`src/rtl/bit_unroute_pkg.sv`:
```
// ============================================================================
// Module : bit_unroute_pkg
// Brief  : Shared FSM state type and chip-word bit-reversal helper for the
//          bit_unroute collector.
// Rev    : 1.0 - initial release
// ============================================================================
`default_nettype none

package bit_unroute_pkg;

  localparam int C_BIT_CHIP = 6;

  typedef enum logic [0:0] {
    FILL = 1'b0,
    HOLD = 1'b1
  } state_t;

  function automatic logic [C_BIT_CHIP-1:0] bit_rev(input logic [C_BIT_CHIP-1:0] w);
    logic [C_BIT_CHIP-1:0] r;
    for (int j = 0; j < C_BIT_CHIP; j++) begin
      r[j] = w[C_BIT_CHIP-1-j];
    end
    return r;
  endfunction

endpackage

`default_nettype wire

```
`src/rtl/bit_unroute_lane.sv`:
```
// ============================================================================
// Module : bit_unroute_lane
// Brief  : Restores native bit order of one rerouted chip word; with
//          BIT_UNROUTE_PARITY_EN defined it also flags an even-parity error.
// Rev    : 1.0 - initial release
// ============================================================================
`default_nettype none

module bit_unroute_lane
  import bit_unroute_pkg::*;
#(
  parameter int BIT_CHIP = 6
) (
  input  logic [BIT_CHIP-1:0] word_in,
  output logic [BIT_CHIP-1:0] word_nat
`ifdef BIT_UNROUTE_PARITY_EN
  ,
  input  logic                par_in,
  output logic                par_bad
`endif
);

  // The package helper is fixed at its default width; other widths use a bit loop.
  generate
    if (BIT_CHIP == C_BIT_CHIP) begin : g_pkg_rev
      assign word_nat = bit_rev(word_in);
    end else begin : g_loop_rev
      for (genvar j = 0; j < BIT_CHIP; j++) begin : g_bit
        assign word_nat[j] = word_in[BIT_CHIP-1-j];
      end
    end
  endgenerate

`ifdef BIT_UNROUTE_PARITY_EN
  assign par_bad = par_in != (^word_in);
`endif

endmodule

`default_nettype wire

```
`src/rtl/bit_unroute_collector.sv`:
```
// ============================================================================
// Module : bit_unroute_collector
// Brief  : Collects NODE bit-reversed chip words into one native-order frame
//          and hands it off over valid/ready. Optional parity checking is
//          enabled by defining BIT_UNROUTE_PARITY_EN.
// Rev    : 1.0 - initial release
// ============================================================================
`default_nettype none

module bit_unroute_collector
  import bit_unroute_pkg::*;
#(
  parameter int BIT_CHIP = 6,
  parameter int NODE     = 16
) (
  input  logic                     clk,
  input  logic                     rst_n,
  input  logic                     word_valid,
  input  logic [BIT_CHIP-1:0]      word_data,
  output logic                     word_ready,
  input  logic                     frame_abort,
  output logic                     frame_valid,
  output logic [BIT_CHIP*NODE-1:0] frame_data,
  input  logic                     frame_ready
`ifdef BIT_UNROUTE_PARITY_EN
  ,
  input  logic                     word_par,
  output logic                     par_err
`endif
);

  localparam int c_cnt_w = (NODE > 1) ? $clog2(NODE) : 1;
  localparam logic [c_cnt_w-1:0] c_last = c_cnt_w'(NODE - 1);

  state_t                     r_state;
  state_t                     w_state_nxt;
  logic [c_cnt_w-1:0]         r_cnt;
  logic                       r_frame_valid;
  logic [BIT_CHIP*NODE-1:0]   r_frame;
  logic [BIT_CHIP-1:0]        w_word_nat;
  logic                       w_accept;
  logic                       w_last;

  assign word_ready  = (r_state == FILL);
  assign w_accept    = word_valid & word_ready & ~frame_abort;
  assign w_last      = (r_cnt == c_last);
  assign frame_valid = r_frame_valid;
  assign frame_data  = r_frame;

`ifdef BIT_UNROUTE_PARITY_EN
  logic w_par_bad;
  logic r_sticky;
  logic r_par_err;

  bit_unroute_lane #(.BIT_CHIP(BIT_CHIP)) u_lane (
    .word_in  (word_data),
    .word_nat (w_word_nat),
    .par_in   (word_par),
    .par_bad  (w_par_bad)
  );
`else
  bit_unroute_lane #(.BIT_CHIP(BIT_CHIP)) u_lane (
    .word_in  (word_data),
    .word_nat (w_word_nat)
  );
`endif

  always_comb begin
    w_state_nxt = r_state;
    if (frame_abort) begin
      w_state_nxt = FILL;
    end else begin
      case (r_state)
        FILL:    if (w_accept && w_last) w_state_nxt = HOLD;
        HOLD:    if (frame_ready)        w_state_nxt = FILL;
        default: w_state_nxt = FILL;
      endcase
    end
  end

  always_ff @(posedge clk or negedge rst_n) begin
    if (!rst_n) begin
      r_state       <= FILL;
      r_cnt         <= '0;
      r_frame_valid <= 1'b0;
    end else begin
      r_state       <= w_state_nxt;
      r_frame_valid <= (w_state_nxt == HOLD);
      if (frame_abort) begin
        r_cnt <= '0;
      end else if (w_accept) begin
        r_cnt <= w_last ? '0 : r_cnt + 1'b1;
      end
    end
  end

  // Slot decoder: only the slot addressed by cnt is written on an accept.
  always_ff @(posedge clk or negedge rst_n) begin
    if (!rst_n) begin
      r_frame <= '0;
    end else if (w_accept) begin
      for (int k = 0; k < NODE; k++) begin
        if (r_cnt == c_cnt_w'(k)) begin
          r_frame[k*BIT_CHIP +: BIT_CHIP] <= w_word_nat;
        end
      end
    end
  end

`ifdef BIT_UNROUTE_PARITY_EN
  // The sticky bit collects errors while filling; par_err snapshots it, last word included.
  always_ff @(posedge clk or negedge rst_n) begin
    if (!rst_n) begin
      r_sticky  <= 1'b0;
      r_par_err <= 1'b0;
    end else if (frame_abort) begin
      r_sticky  <= 1'b0;
      r_par_err <= 1'b0;
    end else if (w_accept && w_last) begin
      r_par_err <= r_sticky | w_par_bad;
      r_sticky  <= 1'b0;
    end else if (w_accept) begin
      r_sticky  <= r_sticky | w_par_bad;
    end else if ((r_state == HOLD) && frame_ready) begin
      r_par_err <= 1'b0;
    end
  end

  assign par_err = r_par_err;
`endif

endmodule

`default_nettype wire

```
`config.mk`:
```
export PLATFORM = sky130hd
export DESIGN_NAME = bit_unroute_collector
export DESIGN_NICKNAME = d
export VERILOG_FILES = /design/src/rtl/bit_unroute_pkg.sv /design/src/rtl/bit_unroute_lane.sv /design/src/rtl/bit_unroute_collector.sv
export SDC_FILE = /design/constraint.sdc
export NUM_CORES = 1
export LEC_CHECK = 0
export ABC_AREA = 1
export CELL_PAD_IN_SITES_DETAIL_PLACEMENT = 1
export CELL_PAD_IN_SITES_GLOBAL_PLACEMENT = 2
export CORE_ASPECT_RATIO = 1.4
export CORE_MARGIN = 4
export CORE_UTILIZATION = 26
export CTS_BUF_LIST = sky130_fd_sc_hd__clkbuf_8
export CTS_CLUSTER_DIAMETER = 40
export CTS_CLUSTER_SIZE = 8
export DETAILED_ROUTE_END_ITERATION = 10
export PLACE_DENSITY = 0.85
export SLEW_MARGIN = 20
export SYNTH_ARGS = -nofsm -noshare
export SYNTH_HDL_FRONTEND = slang
export SYNTH_HIERARCHICAL = 1
export SYNTH_SLANG_ARGS = --single-unit
```
`constraint.sdc`:
```
create_clock -name clk -period 1.2 [get_ports clk]
set_input_delay 0.12 -clock clk [delete_from_list [all_inputs] [get_ports clk]]
set_output_delay 0.12 -clock clk [all_outputs]
set_load 0.05 [all_outputs]
```
# Word level (Yosys, flattened, before mapping)
# Index checks and enable logic that the tools add are counted.
dict set report classes {
  n_addsub 1
  eq_ne 15
  n_mux 7
  bitwise_logic 4
  n_reduce_logical 19
}
# operator n
set op_table {}
lappend op_table {{4-bit equality test (second input constant)} 8}
lappend op_table {{2-bit AND reduction} 16}
lappend op_table {{4-bit by 3-bit equality test with 1-bit output (second input constant)} 4}
lappend op_table {{4-bit 2-to-1 mux} 3}
lappend op_table {{4-bit by 2-bit equality test with 1-bit output (second input constant)} 2}
lappend op_table {{4-bit by 1-bit adder with 4-bit output (second input constant)} 1}
lappend op_table {{4-bit by 1-bit equality test with 1-bit output (second input constant)} 1}
lappend op_table {{4-bit logical NOT} 1}
lappend op_table {{1-bit 2-to-1 mux} 3}
lappend op_table {{1-bit bitwise AND} 2}
lappend op_table {{1-bit inverter} 2}
lappend op_table {{1-bit case mux with 2 select lines} 1}
lappend op_table {{2-bit nonzero test} 1}
lappend op_table {{1-bit logical AND} 1}
dict set report totals {
  ff_bits 101
  in_bits 11
  output_inout_bits 98
  word_cells 64
}

# Logic depth before layout (Yosys ltp)
# Gate-level depths: netlist (run 1).
dict set report logic_depth {
  ltp_word 7
  mapped_depth 7
  ltp_nobuf 7
}

# By module
# The synthesis (run 1) kept the hierarchy.
# mod n_inst cells_each area_per_inst_um2 seq_area_each_um2
set modules_own_cells {}
lappend modules_own_cells {bit_unroute_collector 1 499 4244.1 2527.4}
lappend modules_own_cells {bit_unroute_lane 1 6 45.0 0.0}

# Worst setup path after synthesis (run 1)
# OpenSTA, ideal clock, no wires.
dict set report synth_timing {
  kind {register to register}
  from {register frame_valid (netlist name)}
  to {register r_frame[72] (netlist: frame_data[72])}
  setup_ns 0.119
  t_arrival_ns 1.544
  t_required_ns 1.081
  path_slack_ns -0.463
  path_stages_with_launch 8
  path_buffers 1
  synth_period_minus_slack_ns 1.663
  cell_sequence {dfrtp_1 inv_2 nand2_1 nor2_2 buf_4 nand2_2 nand2_1 nand2_1}
}
# item line
set synth_rtl {}
lappend synth_rtl {{to (signal, indexed assignment)} bit_unroute_collector.sv:104} ;# r_frame[k*BIT_CHIP +: BIT_CHIP] <= w_word_nat;
lappend synth_rtl {{to (decl)} bit_unroute_collector.sv:39} ;# logic [BIT_CHIP*NODE-1:0] r_frame;

==> results of run 1 <==
==> worst paths after layout <==
kind,start,end,slack [ns],cells past startpoint
max,frame_valid,frame_data[76],-0.20,8
min,rst_n,frame_data[84],0.35,3
max reg2reg,frame_valid,frame_data[76],-0.20,8
min reg2reg,frame_data[26],frame_data[26],0.55,2
max in group asynchronous,rst_n,r_cnt[1],0.41,3
min in group clk,frame_ready,frame_valid,0.38,2
==> power groups by stage <==
stage	sequential (mW)	combinational (mW)	clock, mW
after detailed placement	4.00	2.54	0
after global placement	3.98	2.50	0
after floorplan	4.67	0.370	0
final	3.97	2.74	2.17
after global routing	4.01	2.87	2.38
after CTS	3.96	2.71	2.25
==> layout make-up <==
cell class / instances / area share (%)
clock buffer: 10 / 1.72
clock inverter: 6 / 0.674
inverter: 18 / 1.08
multi-input combinational: 360 / 26.8
sequential: 101 / 31.7
tap: 199 / 3.12
timing repair buffer: 166 / 34.9
==> cell usage in the layout, fill, tap and decap left out <==
master / count
buf_12: 110
clkinvlp_4: 1
nand3_4: 4
inv_6: 2
bufbuf_16: 1
o31ai_4: 1
nor2_4: 11
dlygate4sd3_1: 1
dfrtp_1: 98
inv_4: 4
nand2_1: 181
nand2_4: 16
clkbuf_8: 10
nand2_8: 9
nand3_1: 44
nand3_2: 6
nand4_1: 1
buf_6: 10
nand2_2: 72
buf_16: 3
nor2_1: 6
ha_4: 4
inv_8: 2
dfrtp_2: 3
a21oi_1: 1
inv_2: 6
buf_8: 2
clkinv_4: 2
inv_1: 6
nor2_2: 4
buf_4: 30
clkdlybuf4s50_1: 9
clkinv_2: 1
==> worst max-delay path: stages, from the launching register on <==
cell and delay (ns):
dfrtp_2 0.46, inv_8 0.07, nand2_4 0.05, nor2_4 0.15, buf_8 0.16, buf_12 0.16
nand2_4 0.09, nand2_1 0.09, nand2_1 0.06
==> kinds of logic (layout without fill, tap and decap cells) <==
kind of cell	after synthesis	after routing	synth area share [%]
AND/OR/NAND/NOR	354	354	34.4
adder cells (fa/ha/maj)	4	4	1.17
flip-flops	101	101	58.9
buffers and inverters	44	200	5.19
AO/OA/AOI/OAI	2	2	0.292
==> metal layers <==
| layer | track usage, % | wire length [µm] | vias up |
|---|---|---|---|
| met5 | 0 | 0 | - |
| met4 | 4.49 | 189 | 0 |
| met3 | 3.26 | 554 | 13 |
| met2 | 30.8 | 8700 | 84 |
| met1 | 20.9 | 5970 | 2010 |
| li1 | - | - | 1851 |
==> stage by stage <==
stage | std cells | hold WS, ns
after CTS | 855 | 0.304
after global placement | 829 | 0.224
after global routing | 860 | 0.351
after floorplan | 505 | -0.176
final | 860 | 0.354
after detailed placement | 829 | 0.235
==> cells in the mapped netlist (all sizes together) <==
| library cell | count |
|---|---|
| a21oi | 1 |
| ha | 4 |
| nand3 | 54 |
| o31ai | 1 |
| clkbuf | 12 |
| inv | 17 |
| nand2 | 278 |
| dfrtp | 101 |
| clkinv | 1 |
| nand4 | 1 |
| nor2 | 21 |
| buf | 14 |
==> registers in the layout (all words and copies together) (netlist names) <==
signal,flops
r_cnt,4
frame_valid,1
frame_data,96
==> repair_timing <==
action	4_1_cts	5_1_grt
endpoints found under the setup margin	102	103
gates resized for setup	97	78
cloned	4	0
endpoints found under the hold margin	101	0
setup buffers	7	5
pin swaps	35	20
hold buffers	1	0
==> results.cfg, run 1 <==
[pwr]
leakagePower_nw = 3.89
power_mw = 8.88
ir_drop_v = 0.000955
seqPwrFrac_pct = 44.7
sw_frac_of_total_pct = 35.1
internal_power_mw = 5.76
p_per_area_mw_per_mm2 = 1110
combinationalPowerShare_pct = 30.9
p_clk_share_pct = 24.4
switching_power_mw = 3.12

[timing]
setup_viol = 103
rsz0062_at_grt = true
finalCriticalPeriod_ns = 1.40
finClkSkew_ns = 0.0147
max_slew_margin_pct = 62.5
fmax_mhz = 713
setup_tns_ns = -15.38
finalHoldViolCount = 0
max_slew.worst_pin.slew_ns = 0.562
fin_ws_ns = -0.203
period_share_pct = 117
drv_slew = 0

[cts]
clk_pin_slew_ns = 0.11
clk_path_buf_depth = 2
h-tree-depth = 3
clock_sinks = 101
cts_tree = yes
clock_latency_ns = 0.37
clock-root-buffer = clkbuf_8
numCtsBuffers = 9

[die]
start_util_pct = 26.5
die-area_mm2 = 0.0186
core_mm2 = 0.0162
fp.dieW_um = 117
die_h_um = 160
io_pins = 109
rows = 55

[cells_and_area]
diodes = 0
area_growth_pct = 86.2
fin_area_mm2 = 0.00799
nFillCells = 1736
final_layout_size_suffix_gt1_share_pct = 47.5
multi_input_area_mm2 = 0.00214
finish.net_count = 671
register_area_mm2 = 0.00253
final_util_pct = 49.4

[placed_design]
place_hpwl_um = 10300
postPlaceCellArea_mm2 = 0.00696
port_buffers = 108
gp_congestion = 0.780
pre_cts_ws_ns = -0.379

[critical_path]
worstSetupStartpointType = register
crit_arrival_ns = 1.67
crit_path_end_kind = register
worst_ep_required_time_ns = 1.47
cp_max_fo = 7
crit_type = reg2reg

[yosys]
synth_cells = 505
syn-num-nets = 520
yosysWarnings = 6
avgSynthCellArea_um2 = 8.49
ys_seq_area_share_pct = 58.9
synthTopCellsByArea = dfrtp_1 59%, nand2_1 23%, nand3_1 6.2%, nand2_2 1.5%, buf_4 1.4%
synth_seq_cells = 101
ys_types = 20
yosysTopAreaCellShare_pct = 58.9
synth_top_area_cell = dfrtp_1
synth_area_mm2 = 0.00429

[grt]
grt_pass1_wl_um = 25000
grt-ovfl-total = 0
grt_max_degree = 102
grt_pass1_vias = 4538
grt_use_total_pct = 17.2
antenna_found_initial = 0

[outcome]
status = finished with violations
violations = setup timing

[detailed_routing]
viasPerCell = 4.60
drt-wirelength-per-cell_um = 17.9
vias = 3958
firstDrtPassIters = 4
drt_wl_total_um = 15400
drc_errors = 0
drtAntennaViolNets = 0
drt-initial-drc-count = 145

[job]
drv_cap = 0

[min_path]
hold_class = in2async
Power figures use the tool's default switching activity.
==> run 2, diff against run 1 <==
--- a/config.mk
+++ b/config.mk
@@ -8,7 +8,7 @@
 export ABC_AREA = 1
 export CELL_PAD_IN_SITES_DETAIL_PLACEMENT = 1
 export CELL_PAD_IN_SITES_GLOBAL_PLACEMENT = 2
-export CORE_ASPECT_RATIO = 1.4
+export CORE_ASPECT_RATIO = 0.8
 export CORE_MARGIN = 4
 export CORE_UTILIZATION = 26
 export CTS_BUF_LIST = sky130_fd_sc_hd__clkbuf_8
==> run 2 against run 1 <==
Against the previous run:
- the run still ends with setup timing left
- first-iteration DRC count is 12% lower
- non-clock buffer count is 8 higher
- global-route usage is 0.61 points higher
- critical path depth stayed put
- die area hardly changed
- hold slack worse by 0.17 ns
- via count is 1.6% higher
- sequential power hardly changed
- flip-flop and latch count stayed put
- highest routed layer unchanged
==> results.cfg, run 2 (synthesis results as in run 1) <==
[outcome]
status = finished with violations
violations = setup timing

[grt]
grt_pass1_wl_um = 25200
grt_pass1_vias = 4432
antenna_found_initial = 0
grt-ovfl-total = 0
grt_max_degree = 44
grt_use_total_pct = 17.8

[critical_path]
reg2reg_slack_ns = -0.22
cp_max_fo = 8
crit_arrival_ns = 1.69
crit_type = reg2reg
crit_path_end_kind = register
critPathLaunch = frame_valid
timing.rr.start = frame_valid
worstSetupStartpointType = register
worst_ep_required_time_ns = 1.48

[placed_design]
place_hpwl_um = 10800
pre_cts_ws_ns = -0.415
port_buffers = 108
gp_congestion = 0.767

[detailed_routing]
firstDrtPassIters = 4
drtAntennaViolNets = 0
vias = 4020
viasPerCell = 4.54
drt-initial-drc-count = 128
drc_errors = 0
drt_wl_total_um = 16500
drt-wirelength-per-cell_um = 18.6

[die]
core_mm2 = 0.0160
start_util_pct = 26.9
rows = 41
die_h_um = 123
die-area_mm2 = 0.0186
io_pins = 109
fp.dieW_um = 152

[timing]
max_slew.worst_pin.slew_ns = 0.364
max_slew_margin_pct = 75.7
fmax_mhz = 706
rsz0062_at_grt = true
finalCriticalPeriod_ns = 1.42
fin_ws_ns = -0.216
setup_tns_ns = -15.52
setup_viol = 103
hold_ws_ns = 0.188
period_share_pct = 118
drv_slew = 0
finalHoldViolCount = 0
finClkSkew_ns = 0.0190

[cells_and_area]
final_layout_size_suffix_gt1_share_pct = 48.2
diodes = 0
finish.net_count = 680
register_area_mm2 = 0.00253
final_common_cell = nand2_1
area_growth_pct = 90.2
final_util_pct = 51.1
multi_input_area_mm2 = 0.00218
largest_reg_flops = 96
layout_common_cells = 200 x nand2_1, 112 x buf_12, 96 x dfrtp_1, 55 x nand2_2, 30 x buf_4
nFillCells = 1686

[pwr]
switching_power_mw = 3.11
leakagePower_nw = 3.98
ir_drop_v = 0.000800
internal_power_mw = 6.11
p_per_area_mw_per_mm2 = 1130
sw_frac_of_total_pct = 33.8
combinationalPowerShare_pct = 30.6
seqPwrFrac_pct = 43.2
power_mw = 9.23
p_clk_share_pct = 26.2

[cts]
clock-root-buffer = clkbuf_8
h-tree-depth = 3
clk_path_buf_depth = 2
clk_pin_slew_ns = 0.11
clock_sinks = 101
clock_latency_ns = 0.39
cts_tree = yes
numCtsBuffers = 9

[job]
drv_cap = 0

[min_path]
hold_class = in2async
-- run 2: critical path: stages, from the launching register on --
cell and delay (ns):
dfrtp_2 0.46, inv_8 0.08, nand2_4 0.05, nor2_4 0.14
buf_6 0.15, buf_12 0.16, nand2_4 0.09, nand2_1 0.09
nand2_1 0.07
-- run 2: layout make-up --
type | count | share of cell area [%]
clock buffer | 9 | 1.52
clock inverter | 7 | 1.12
inverter | 18 | 1.17
multi-input combinational | 361 | 26.7
sequential | 101 | 31.1
tap | 215 | 3.30
timing repair buffer | 174 | 35.1
-- run 2: final timing paths --
path / to / cells after the start
setup / recovery: frame_data[86] / 8
hold / removal: frame_data[94] / 2
setup reg to reg: frame_data[86] / 8
hold reg to reg: frame_data[34] / 2
max in group asynchronous: frame_data[56] / 3
min in group clk: frame_valid / 2
-- run 2: power by group through the flow --
stage               logic [mW]  clock network, mW  registers (mW)
floorplan                0.370                  0            4.67
global placement          2.50                  0            4.00
detailed placement        2.57                  0            4.00
CTS                       2.71               2.49            3.95
global route              2.96               2.64            4.02
finish                    2.82               2.42            3.98
-- run 2: what timing repair did --
action / in CTS / in global routing
setup endpoints to repair: 102 / 104
endpoints found under the hold margin: 97 / 0
gates resized for setup: 66 / 119
buffers inserted: 14 / 8
hold buffers: 1 / 0
cloned: 3 / 2
pin swaps: 25 / 39
-- run 2: metal layers --
metal	wire, µm	vias to the layer above	GRT usage, %	part of all wire [%]
met4	243	0	4.88	1.5
met2	8580	79	30.8	52
li1	-	1881	-	-
met3	476	18	3.25	2.9
met5	0	-	0	0
met1	7180	2042	23.0	44
-- run 2: metrics by stage --
step | instances | cell area, µm²
after floorplan | 505 | 4370
after detailed placement | 843 | 6990
after global routing | 885 | 8160
after CTS | 877 | 7670
final | 885 | 8160
after global placement | 843 | 6990
==> edit (settings of run 1) <==
Add a define of `BIT_UNROUTE_PARITY_EN`.
--- a/src/rtl/bit_unroute_lane.sv
+++ b/src/rtl/bit_unroute_lane.sv
@@ -6,4 +6,6 @@
 // ============================================================================
 `default_nettype none
+
+`define BIT_UNROUTE_PARITY_EN
 
 module bit_unroute_lane
Ports: changed (added par_err and word_par); port bits go from 109 to 111. The function was not compared with the original's and may differ.
==> edit against run 1 <==
- the flow still finishes with violations (negative setup slack)
- cell count rose by 3.5%
- global-route usage rose by 0.47 points
- non-clock buffer count rose by 25
- area after synthesis rose by 4.3%
- sequential cell count rose by 2
- total power rose by 7.6%
- die area rose by 4.1%
- count of clock-buffer cells in the layout fell by 1
- fmax fell by 2.7%
- design area rose by 5.5%
- setup slack got worse by 0.039 ns
- wire length rose by 14%
- critical endpoint is now frame_data[80]$_DFFE_PN0P_
- largest cell class unchanged
==> edit: results (changes against run 1) <==
timing:
  worst_pin_slew_ns: 0.451  # was 0.562 ns
  layout_setup_ws_ns: -0.242  # was -0.203 ns
  finClkSkew_ns: 0.0139  # was 0.0147 ns
  tns_ns: -13.66  # was -15.38 ns
  max_clock_freq_mhz: 693  # was 713 MHz
  whs_ns: 0.0824  # was 0.354 ns
  setup_viol: 101  # was 103
routing:
  drt_wl_total_mm: 17.5  # was 15.4 mm
  route.vias.total: 4242  # was 3958
  drt-pass1-iter-count: 4  # unchanged
  viasPerCell: 4.77  # was 4.60
  drt_iter0_drc: 116  # was 145
  ant_nets: 0  # unchanged
logic_synthesis:
  synthTopCellsByArea: "dfrtp_1, nand2_1, o21ai_0"  # was dfrtp_1, nand2_1, nand3_1
  synth_common_cells: "nand2_1, dfrtp_1, o21ai_0, inv_1, nand3_1"  # was nand2_1, dfrtp_1, nand3_1, inv_1, nor2_1
  synth_seq_area_share_pct: 57.6  # was 58.9%
  netlist-cell-type-count: 23  # was 20
  syn_inst: 503  # was 505
  syn_nets: 519  # was 520
critical_path:
  path_delay_family: "flip-flops"  # unchanged
  cp_max_fo: 6  # was 7
  critPathArrivalTime_ns: 1.70  # was 1.67 ns
placed_design:
  place_ws_ns: -0.538  # was -0.379 ns
  place.gp.congestion: 0.818  # was 0.780
  port_buffers: 110  # was 108
  hpwl_mm: 11.5  # was 10.3 mm
  placed_area_um2: 7090  # was 6960 µm²
  dp_cells: 839  # was 829
power:
  p_per_area_nw_per_um2: 1130  # was 1110 nW/µm²
  power.switching_mw: 3.39  # was 3.12 mW
  p_seq_mw: 4.11  # was 3.97 mW
  ir_drop_v: 0.00115  # was 0.000955 V
  clock_power_share_pct: 24.0  # was 24.4%
  power_leakage_nw: 4.00  # was 3.89 nW
finish:
  fin_nets: 698  # was 671
  fin_util_pct: 50.1  # was 49.4%
  post_route_cells_drive_above_1_share_pct: 50.2  # was 47.5%
  diodes: 0  # unchanged
  n_fill_cell: 1772  # was 1736
global_routing:
  antenna_found_initial: 0  # unchanged
  grt_usage_pct: 17.7  # was 17.2%
  grt_pass1_vias: 4890  # was 4538
  grt_max_degree: 56  # was 102
  grt_pass1_wl_mm: 26.8  # was 25.0 mm
outcome:
  violations: "negative setup slack"  # unchanged
  status: "complete, but fails checks"  # unchanged
cts:
  ctsRootBufferMaster: "clkbuf_8"  # unchanged
  htreeDepth: 3  # unchanged
  cts_setup_buffers: 16  # was 7
  cts_resized: 169  # was 97
  insertion_delay_ns: 0.39  # was 0.37 ns
## edit: cell types whose count changed after synthesis, moves of 6 or more
cell | run 1 | this run
buf_2 | 3 | 11
clkbuf_1 | 12 | 2
inv_1 | 15 | 25
nand2_1 | 267 | 201
nand2_2 | 10 | 3
nand3_1 | 53 | 13
nor2_4 | 4 | 11
o21ai_0 | 0 | 87
o21ai_2 | 0 | 6
## edit: final cells by class
class                   instances  area share [%]
clock buffers                   9            1.47
well taps                     203            3.01
inverters                      28            1.51
repair buffers                191            35.9
clock inverters                 7           0.890
multi-input cells             349            26.6
flip-flops and latches        103            30.7
## edit: logic make-up after synthesis
logic type               share of synthesized area [%]
AO/OA/AOI/OAI                                     11.4
adder cells (fa/ha/maj)                           1.12
buffers and inverters                             5.90
flip-flops                                        57.6
AND/OR/NAND/NOR                                   24.0
## edit: worst reg2reg max path, cell delays in order, from the launching register on
cell and delay, ns:
dfrtp_2 0.46, inv_8 0.08, nand2_4 0.06, nor2_4 0.19, buf_6 0.16, nand2_2 0.08
buf_6 0.14, nand2_1 0.07, o21ai_1 0.08
## edit: path summary, 6_finish.rpt
kind	start	cells past startpoint	to
worst max-delay path	frame_valid$_DFF_PN0_	8	frame_data[80]$_DFFE_PN0P_
worst min-delay path	rst_n	2	frame_data[12]$_DFFE_PN0P_
worst max register to register	frame_valid$_DFF_PN0_	8	frame_data[80]$_DFFE_PN0P_
worst min register to register	frame_data[84]$_DFFE_PN0P_	2	frame_data[84]$_DFFE_PN0P_
max in group asynchronous	rst_n	3	frame_data[27]$_DFFE_PN0P_
min in group clk	word_data[2]	4	frame_data[69]$_DFFE_PN0P_
## edit: layer usage
layer	track usage [%]	part of all wire (%)	vias up
li1	-	-	1961
met1	18.7	37	2144
met2	33.9	57	104
met3	3.98	3.3	33
met4	6.69	3.0	0
met5	0	0	-
